`config.mk`:
```
export PLATFORM = sky130hd
export DESIGN_NAME = cam_stream_gen
export DESIGN_NICKNAME = d
export VERILOG_FILES = /design/src/rtl/cam_stream_gen.sv
export SDC_FILE = /design/constraint.sdc
export NUM_CORES = 1
export LEC_CHECK = 0
export BUFFER_PORTS_ARGS = -buffer_cell sky130_fd_sc_hd__buf_2
export CAP_MARGIN = 5
export CORE_AREA = 2 2 87 64
export DETAILED_ROUTE_END_ITERATION = 8
export DIE_AREA = 0 0 89 66
export PLACE_DENSITY = 0.71
export RECOVER_POWER = 50
export SYNTH_ARGS = -nofsm -noshare
export SYNTH_HDL_FRONTEND = slang
export SYNTH_SLANG_ARGS = --single-unit
```
`constraint.sdc`:
```
create_clock -name clk -period 3.2 [get_ports clk]
set_input_delay 0.16 -clock clk [delete_from_list [all_inputs] [get_ports clk]]
set_output_delay 0.16 -clock clk [all_outputs]
set_load 0.1 [all_outputs]
```
`src/rtl/cam_stream_gen.sv`:
```
// cam_stream_gen: emulated camera stream (PCLK = clk/2, HREF, VSYNC) carrying RGB444 colour bars.
// Optional macro CAM_STREAM_GEN_SCROLL_EN: bars shift by one position per completed frame.
module cam_stream_gen #(
  parameter int CAM_SCREEN_X = 160,
  parameter int CAM_SCREEN_Y = 120,
  parameter int VS_LEN       = 3,
  parameter int VB_LEN       = 4,
  parameter int H_BLANK      = 16
) (
  input  logic       clk,
  input  logic       rst,
  input  logic       enable,
  output logic       CAM_pclk,
  output logic       CAM_href,
  output logic       CAM_vsync,
  output logic [7:0] CAM_px_data,
  output logic       busy,
  output logic       frame_done
);

  localparam int XW    = (CAM_SCREEN_X > 1) ? $clog2(CAM_SCREEN_X) : 1;
  localparam int YW    = (CAM_SCREEN_Y > 1) ? $clog2(CAM_SCREEN_Y) : 1;
  localparam int BAR_W = (CAM_SCREEN_X >= 8) ? CAM_SCREEN_X / 8 : 1;
  localparam int CMAX  = (VS_LEN > VB_LEN) ? ((VS_LEN > H_BLANK) ? VS_LEN : H_BLANK)
                                           : ((VB_LEN > H_BLANK) ? VB_LEN : H_BLANK);
  localparam int CW    = $clog2(CMAX + 1);

  localparam logic [XW-1:0] X_LAST  = XW'(CAM_SCREEN_X - 1);
  localparam logic [YW-1:0] Y_LAST  = YW'(CAM_SCREEN_Y - 1);
  localparam logic [CW-1:0] VS_LAST = CW'(VS_LEN - 1);
  localparam logic [CW-1:0] VB_LAST = CW'(VB_LEN - 1);
  localparam logic [CW-1:0] HB_LAST = CW'(H_BLANK - 1);

  typedef enum logic [2:0] {IDLE, VSYNC, VBACK, LINE, HBLANK} state_t;

  state_t          state;
  logic [XW-1:0]   x_cnt;
  logic            byte_ph;
  logic [YW-1:0]   y_cnt;
  logic [CW-1:0]   cnt;
  logic [2:0]      ofs;

`ifdef CAM_STREAM_GEN_SCROLL_EN
  logic [2:0]      frame_cnt;
  assign ofs = frame_cnt;
`else
  assign ofs = '0;
`endif

  // First byte of a pixel carries R in the low nibble, second byte carries {G, B}.
  function automatic logic [7:0] px_byte(input logic [XW-1:0] x, input logic hi,
                                         input logic [2:0] shift);
    logic [2:0]  bar;
    logic [11:0] rgb;
    bar = 3'(int'(x) / BAR_W) + shift;
    case (bar)
      3'd0: rgb = 12'hFFF;
      3'd1: rgb = 12'hFF0;
      3'd2: rgb = 12'h0FF;
      3'd3: rgb = 12'h0F0;
      3'd4: rgb = 12'hF0F;
      3'd5: rgb = 12'hF00;
      3'd6: rgb = 12'h00F;
      3'd7: rgb = 12'h000;
    endcase
    return hi ? rgb[7:0] : {4'h0, rgb[11:8]};
  endfunction

  always_ff @(posedge clk or negedge rst) begin
    if (!rst) begin
      state       <= IDLE;
      CAM_pclk    <= 1'b0;
      CAM_href    <= 1'b0;
      CAM_vsync   <= 1'b0;
      CAM_px_data <= '0;
      busy        <= 1'b0;
      frame_done  <= 1'b0;
      x_cnt       <= '0;
      byte_ph     <= 1'b0;
      y_cnt       <= '0;
      cnt         <= '0;
`ifdef CAM_STREAM_GEN_SCROLL_EN
      frame_cnt   <= '0;
`endif
    end else begin
      CAM_pclk   <= ~CAM_pclk;
      frame_done <= 1'b0;
      // Everything else moves only on the PCLK falling edge (tick).
      if (CAM_pclk) begin
        case (state)
          IDLE: begin
            if (enable) begin
              state     <= VSYNC;
              CAM_vsync <= 1'b1;
              busy      <= 1'b1;
              cnt       <= '0;
            end
          end
          VSYNC: begin
            if (cnt == VS_LAST) begin
              state     <= VBACK;
              CAM_vsync <= 1'b0;
              cnt       <= '0;
            end else begin
              cnt <= cnt + 1'b1;
            end
          end
          VBACK: begin
            if (cnt == VB_LAST) begin
              state       <= LINE;
              CAM_href    <= 1'b1;
              x_cnt       <= '0;
              byte_ph     <= 1'b0;
              cnt         <= '0;
              CAM_px_data <= px_byte('0, 1'b0, ofs);
            end else begin
              cnt <= cnt + 1'b1;
            end
          end
          LINE: begin
            if (!byte_ph) begin
              byte_ph     <= 1'b1;
              CAM_px_data <= px_byte(x_cnt, 1'b1, ofs);
            end else if (x_cnt == X_LAST) begin
              state       <= HBLANK;
              CAM_href    <= 1'b0;
              CAM_px_data <= '0;
              x_cnt       <= '0;
              byte_ph     <= 1'b0;
              cnt         <= '0;
            end else begin
              x_cnt       <= x_cnt + 1'b1;
              byte_ph     <= 1'b0;
              CAM_px_data <= px_byte(XW'(x_cnt + 1'b1), 1'b0, ofs);
            end
          end
          HBLANK: begin
            if (cnt == HB_LAST) begin
              cnt <= '0;
              if (y_cnt == Y_LAST) begin
                y_cnt      <= '0;
                frame_done <= 1'b1;
`ifdef CAM_STREAM_GEN_SCROLL_EN
                frame_cnt  <= frame_cnt + 1'b1;
`endif
                if (enable) begin
                  state     <= VSYNC;
                  CAM_vsync <= 1'b1;
                end else begin
                  state <= IDLE;
                  busy  <= 1'b0;
                end
              end else begin
                y_cnt       <= y_cnt + 1'b1;
                state       <= LINE;
                CAM_href    <= 1'b1;
                CAM_px_data <= px_byte('0, 1'b0, ofs);
              end
            end else begin
              cnt <= cnt + 1'b1;
            end
          end
          default: begin
            state <= IDLE;
            busy  <= 1'b0;
          end
        endcase
      end
    end
  end

endmodule

```
==> impl_metrics.csv, run 1 <==
group,metric,value,unit
place,place_area,2500,µm²
sta,rsz0062_at_grt,"no",
worst_setup_path,cp.arrival,2.87,ns
drt,drc,0,
sta,finalSetupViolations,0,
drt,viasPerCell,6.10,
worst_setup_path,worst_path_most_repeated_cell,"nor2_1",
clocking,cts_inserted_buffers,5,
pwr,power_leakage,1.09,nW
yosys,ys_seq_area_frac,0.320,
yosys,synth_cells,299,
pwr,comb_power_share,0.496,
worst_setup_path,cp-end-kind,"register",
final_layout,fill_cells,495,
final_layout,drive_gt1_frac,0.109,
worst_setup_path,crit_path_max_incr_delay,0.43,ns
clocking,h-tree-depth,2,
clocking,clk_transition_reported_paths,0.07,ns
yosys,synthesis.nets,311,
yosys,yosysTopAreaCellShare,0.320,
floorplan,die_w,89,µm
global_route,grt_use_total,0.214,
sta,setup_tns,0,ns
worst_hold_path,hold_class,"primary input to register",
yosys,ys_warn_count,0,
floorplan,core-area,5060,µm²
global_route,grt_pass1_vias,2007,
worst_setup_path,path_class,"register to register",
floorplan,start_util,0.479,
yosys,ys_top_cells_by_area,"dfrtp_1 32%, o21ai_0 6.4%, ha_1 4.6%",
worst_setup_path,crit_chain,"ha_1 -> and3_1 -> nor2_1 -> nor2_1 -> nor2_1 -> a31oi_1 -> ha_1 -> a21oi_1 -> a21oi_1 -> o221ai_1 -> o2111ai_1 -> o32ai_1",
pwr,power_density,771,nW/µm²
status,status,"finished, violations left",
sta,fin_crit,2.70,ns
sta,report.final.slew_viol_count,32,
global_route,grt-ovfl-total,0,
worst_setup_path,cp_data_required_time,3.37,ns
floorplan,io_pins,16,
sta,min_period_over_period,0.844,
yosys,synth.distinct_cells,61,
final_layout,diodes,0,
yosys,synth_seq_cells,31,
clocking,cts_setup_buffers,0,
global_route,grt_pass1_wl,9690,µm
place,gp_congestion,1.03,
final_layout,layout-area-overhead-vs-synth,7.94,%
global_route,antenna_found_initial,0,
floorplan,num_rows,22,
pwr,swShare,0.519,
final_layout,fin_nets,314,
floorplan,dieArea,5870,µm²
global_route,grt_max_degree,32,
sta,final-hold-violation-count,0,
drt,dr.pass1.iters,5,
yosys,syn_avg_cell_area,8.12,µm²
place,place.port_buffers,15,
pwr,p_seq_frac,0.303,
sta,timing.fmax,370,MHz
final_layout,layout_common_cells,"31 x dfrtp_1, 31 x o21ai_0, 20 x nand3_1, 20 x nand2_1, 18 x nor2_1",
pwr,ir_worst_vdd,0.295,mV
drt,drt-total-wl,5790,µm
clocking,numClockSinks,31,
floorplan,die_h,66,µm
worst_setup_path,start_kind,"register",
place,dp_hpwl,4130,µm
pwr,cell_internal_pwr,0.000972,W
worst_setup_path,path_buf_inv,0,
worst_setup_path,cpLargestDelayFamily,"compound AO/OA/AOI/OAI gates",
drt,vias,2289,
yosys,yosys.area.top_type,"dfrtp_1",
sta,slew-limit-headroom,-0.155,
final_layout,final_cell_area,2620,µm²
yosys,netlist_area,2430,µm²
sta,fin_skew,0.0129,ns
yosys,synthArstFlopShare,1.00,
clocking,cts_tree,"built",
worst_setup_path,slowest_stage,"dfrtp_1",
drt,routedWlPerCell,15.4,µm
clocking,cts_buffer_depth,2,
drt,postRouteAntennaNets,0,
pwr,p_switching,0.00105,W
sta,worstMarginPinSlew,1.73,ns
job,maxCapViolations,1,
yosys,synth_edf_count,0,
worst_setup_path,crit_fanout,11,
clocking,clk_latency,0.29,ns
clocking,cts_root_buf,"clkbuf_8",
drt,drtIter0Drc,258,
pwr,power_frac_clock,0.201,
yosys,synth_ff_type,"dfrtp_1",
status,violations,"capacitance limit, slew limit",
-- through the flow --
| step | worst slack [ns] | cells | power (W) | hold WS, ns | utilization |
|---|---|---|---|---|---|
| global route | 0.237 | 375 | 0.00215 | 0.233 | 0.517 |
| finish | 0.498 | 375 | 0.00202 | 0.219 | 0.517 |
| detailed placement | 0.537 | 366 | 0.00162 | 0.257 | 0.494 |
| CTS | 0.519 | 375 | 0.00203 | 0.205 | 0.519 |
| floorplan | 0.712 | 299 | 0.00148 | -0.136 | - |
| global placement | 0.667 | 366 | 0.00161 | 0.247 | 0.494 |
-- cells by family (layout without fill, tap and decap cells) --
group	count (synthesis)	in the layout	share of synthesized area
AOI/OAI and AO/OA	93	93	0.252
and+or+nand+nor	115	115	0.267
muxes	5	5	0.0222
DFF	31	31	0.320
xor gates and xnor gates	4	4	0.0144
buffers and inverters	42	46	0.0783
adders and majority gates	9	9	0.0464
-- flip-flops by register name, summed over array words and instances (netlist names) --
register / cells
CAM_href: 1
CAM_pclk: 1
CAM_px_data: 2
CAM_vsync: 1
busy: 1
byte_ph: 1
cnt: 5
frame_done: 1
state: 3
x_cnt: 8
y_cnt: 7
-- tightest hold or removal path: cells and delay by family --
| family | cells | cell delay, ns |
|---|---|---|
| compound gates | 2 | 0.18 |
| buf+inv | 1 | 0.12 |
-- power groups by stage --
stage,logic [W],registers [W],clock network (W)
after floorplan,0.000743,0.000734,0
after global placement,0.000993,0.000617,0
after detailed placement,0.00100,0.000618,0
after CTS,0.00101,0.000610,0.000414
after global routing,0.00109,0.000631,0.000430
final,0.00100,0.000612,0.000406
-- path summary, 6_finish.rpt --
check	slack [ns]	cells past startpoint	to	startpoint
worst max-delay path	0.50	12	CAM_px_data[3]$_DFFE_PN0P_	x_cnt[0]$_DFFE_PN0P_
worst min-delay path	0.22	3	CAM_vsync$_DFFE_PN0P_	enable
worst max register to register	0.50	12	CAM_px_data[3]$_DFFE_PN0P_	x_cnt[0]$_DFFE_PN0P_
worst min register to register	0.48	1	y_cnt[5]$_DFFE_PN0P_	y_cnt[5]$_DFFE_PN0P_
max in group asynchronous	1.33	2	x_cnt[0]$_DFFE_PN0P_	rst
min in group asynchronous	0.86	2	y_cnt[2]$_DFFE_PN0P_	rst
-- synthesized netlist by cell type (3+ instances only) --
master     instances
clkbuf_1          10
a21oi_1           11
o21ai_1            5
nor2_1            18
and2_1             3
xnor2_1            3
o2111ai_1          3
dfrtp_1           31
inv_1             17
buf_2              8
or3_1              4
o32ai_1            4
ha_1               9
nor2b_1            8
o21ai_0           31
mux2_2             3
o22ai_1            3
buf_4              6
nand3_1           20
nand2_1           20
nand4b_1           3
and3_1             5
a31oi_1            8
o221ai_1           3
nand2b_1           8
a21o_1             3
nor3_1             8
-- metal layers --
layer / wire (µm) / share of wire / up-vias / GRT usage
met1: 2780 / 0.48 / 1052 / 0.337
met4: 53 / 0.0092 / 0 / 0.0690
met2: 2360 / 0.41 / 120 / 0.280
li1: - / - / 1110 / -
met3: 592 / 0.10 / 7 / 0.0512
met5: 0 / 0 / - / 0
-- final cells by class --
class | instances | area, µm² | share of cell area
inverter | 18 | 67.6 | 0.0258
timing repair buffer | 20 | 108 | 0.0411
tap | 72 | 90.1 | 0.0344
multi-input combinational | 226 | 1460 | 0.558
sequential | 31 | 776 | 0.296
clock inverter | 2 | 35.0 | 0.0134
clock buffer | 6 | 82.6 | 0.0315
-- repair_timing --
item / CTS / global route
gates resized for setup: 0 / 0
hold buffers: 1 / 0
endpoints found under the hold margin: 31 / 0
Power figures use the tool's default switching activity.
==> run 2, diff against run 1 <==
==> constraint.sdc (replaced) <==
create_clock -name clk -period 2.53 [get_ports clk]
set_input_delay 0.1265 -clock clk [delete_from_list [all_inputs] [get_ports clk]]
set_output_delay 0.1265 -clock clk [all_outputs]
set_load 0.1 [all_outputs]
==> run 2 against run 1 <==
The flow still finishes with violations (capacitance limit, slew limit). Critical endpoint unchanged. First-iteration DRC count increased by 2.3%. Fmax increased by 13%. Worst setup slack got worse by 0.36 ns. Die area unchanged. Cell area increased by 4.5%. Routed wire length decreased by 0.26%. Worst hold slack got worse by 0.041 ns. Critical path type unchanged.
==> impl_metrics.csv, run 2 (synthesis results as in run 1) <==
group,metric,value,unit
status,status,"finished, violations left",
status,violations,"capacitance limit, slew limit",
place,dp_hpwl,4170,µm
worst_setup_path,cp-end-kind,"register",
floorplan,dieArea,5870,µm²
place,post-place-ws,0.161,ns
drt,dr.pass1.iters,5,
global_route,grt_use_total,0.211,
final_layout,top_regs,"x_cnt (8), y_cnt (7), cnt (5)",
worst_setup_path,crit_path_max_incr_delay,0.42,ns
final_layout,largest_register_ffs,8,
final_layout,regArea,777,µm²
final_layout,diodes,0,
pwr,power_leakage,1.16,nW
drt,drc,0,
clocking,cts_inserted_buffers,5,
final_layout,layout_common_cells,"31 x o21ai_0, 30 x dfrtp_1, 20 x nand3_1, 20 x nand2_1, 19 x buf_4",
sta,report.final.slew_viol_count,32,
pwr,ir_worst_vdd,0.318,mV
clocking,h-tree-depth,2,
worst_setup_path,crit_chain,"nor2_2 -> inv_1 -> ha_1 -> nand2b_2 -> o221ai_1 -> or4_1 -> a21o_1 -> a41oi_1 -> o32ai_1",
sta,slew-limit-headroom,-0.0989,
clocking,numClockSinks,31,
global_route,grt-ovfl-total,0,
floorplan,core-area,5060,µm²
final_layout,final_common_cell,"o21ai_0",
worst_hold_path,min-delay-start,"enable",
drt,vias,2292,
drt,viasPerCell,5.88,
floorplan,io_pins,16,
sta,min_period_over_period,0.947,
pwr,power_density,928,nW/µm²
floorplan,die_h,66,µm
global_route,grt_pass1_wl,9720,µm
global_route,grt_pass1_vias,2031,
place,place_area,2590,µm²
place,gp_congestion,0.912,
worst_setup_path,slowest_stage,"dfrtp_1",
place,place.port_buffers,15,
final_layout,layout-area-overhead-vs-synth,12.8,%
worst_setup_path,cp.arrival,2.56,ns
clocking,clk_latency,0.28,ns
sta,layout_setup_ws,0.134,ns
worst_setup_path,cp_data_required_time,2.69,ns
sta,final-hold-violation-count,0,
sta,timing.hold.ws,0.178,ns
sta,timing.fmax,417,MHz
final_layout,final_cell_area,2740,µm²
final_layout,multi_input_area,1480,µm²
sta,fin_skew,0.00539,ns
clocking,cts_tree,"built",
global_route,antenna_found_initial,0,
sta,worstMarginPinSlew,1.65,ns
floorplan,die_w,89,µm
final_layout,fin_util,0.541,
sta,finalSetupViolations,0,
final_layout,fin_nets,329,
clocking,cts_root_buf,"clkbuf_8",
clocking,cts_buffer_depth,2,
drt,routedWlPerCell,14.8,µm
final_layout,regMostFlops,"x_cnt",
worst_hold_path,hold_class,"primary input to register",
drt,drt-total-wl,5770,µm
worst_setup_path,crit_fanout,5,
worst_setup_path,critPathLaunch,"x_cnt[5]$_DFFE_PN0P_",
global_route,grt_max_degree,32,
worst_setup_path,start_kind,"register",
worst_setup_path,rr_startpoint,"x_cnt[5]$_DFFE_PN0P_",
worst_setup_path,reg2reg_depth,9,
final_layout,fill_cells,495,
final_layout,drive_gt1_frac,0.176,
worst_setup_path,path_class,"register to register",
floorplan,start_util,0.479,
drt,postRouteAntennaNets,0,
job,maxCapViolations,1,
worst_hold_path,min_path_cells,3,
clocking,clk_transition_reported_paths,0.07,ns
sta,fin_crit,2.40,ns
drt,drtIter0Drc,264,
floorplan,num_rows,22,
-- run 2: where the power goes --
group,switching [W],internal (W),leakage (nW)
combinational,0.000972,0.000370,0.711
clock,0.000189,0.000247,0.0505
sequential,0.000160,0.000603,0.396
total,0.00132,0.00122,1.16
-- run 2: per-layer routing --
| layer | vias to the layer above | GRT usage | wire length (µm) |
|---|---|---|---|
| met5 | - | 0 | 0 |
| met4 | 0 | 0.0373 | 20 |
| met3 | 5 | 0.0487 | 401 |
| met2 | 77 | 0.299 | 2350 |
| met1 | 1069 | 0.328 | 3000 |
| li1 | 1141 | - | - |
-- run 2: worst max-delay path: cells and delay by family (launching register included) --
kind | cells | cell delay (ns)
buf+inv | 1 | 0.07
fa+ha+maj | 1 | 0.35
flops | 1 | 0.42
simple gates | 3 | 0.72
compound gates | 4 | 0.71
-- run 2: per-stage QoR --
stage | total power (W) | setup TNS (ns) | cells
after global placement | 0.00207 | 0 | 378
after CTS | 0.00253 | 0 | 387
after detailed placement | 0.00209 | 0 | 378
final | 0.00254 | 0 | 390
after floorplan | 0.00187 | 0 | 299
after global routing | 0.00270 | -0.0119 | 390
-- run 2: final cells by class --
cell class                      count  area share
Multi-Input combinational cell    226       0.540
Sequential cell                    31       0.284
Timing Repair Buffer               35      0.0804
Clock buffer                        7      0.0352
Tap cell                           72      0.0329
Inverter                           18      0.0247
Clock inverter                      1     0.00274
-- run 2: worst paths after layout --
path | to | slack, ns
min in group asynchronous | y_cnt[3]$_DFFE_PN0P_ | 0.79
max in group asynchronous | x_cnt[0]$_DFFE_PN0P_ | 0.65
worst max-delay path | CAM_px_data[3]$_DFFE_PN0P_ | 0.13
worst min register to register | y_cnt[5]$_DFFE_PN0P_ | 0.49
worst max register to register | CAM_px_data[3]$_DFFE_PN0P_ | 0.13
worst min-delay path | CAM_vsync$_DFFE_PN0P_ | 0.18
-- run 2: what timing repair did --
item                       in CTS  in global routing
buffers inserted                0                  3
hold buffers                    1                  0
resized for setup               0                  8
hold endpoints to repair       31                  0
setup endpoints to repair       0                  1
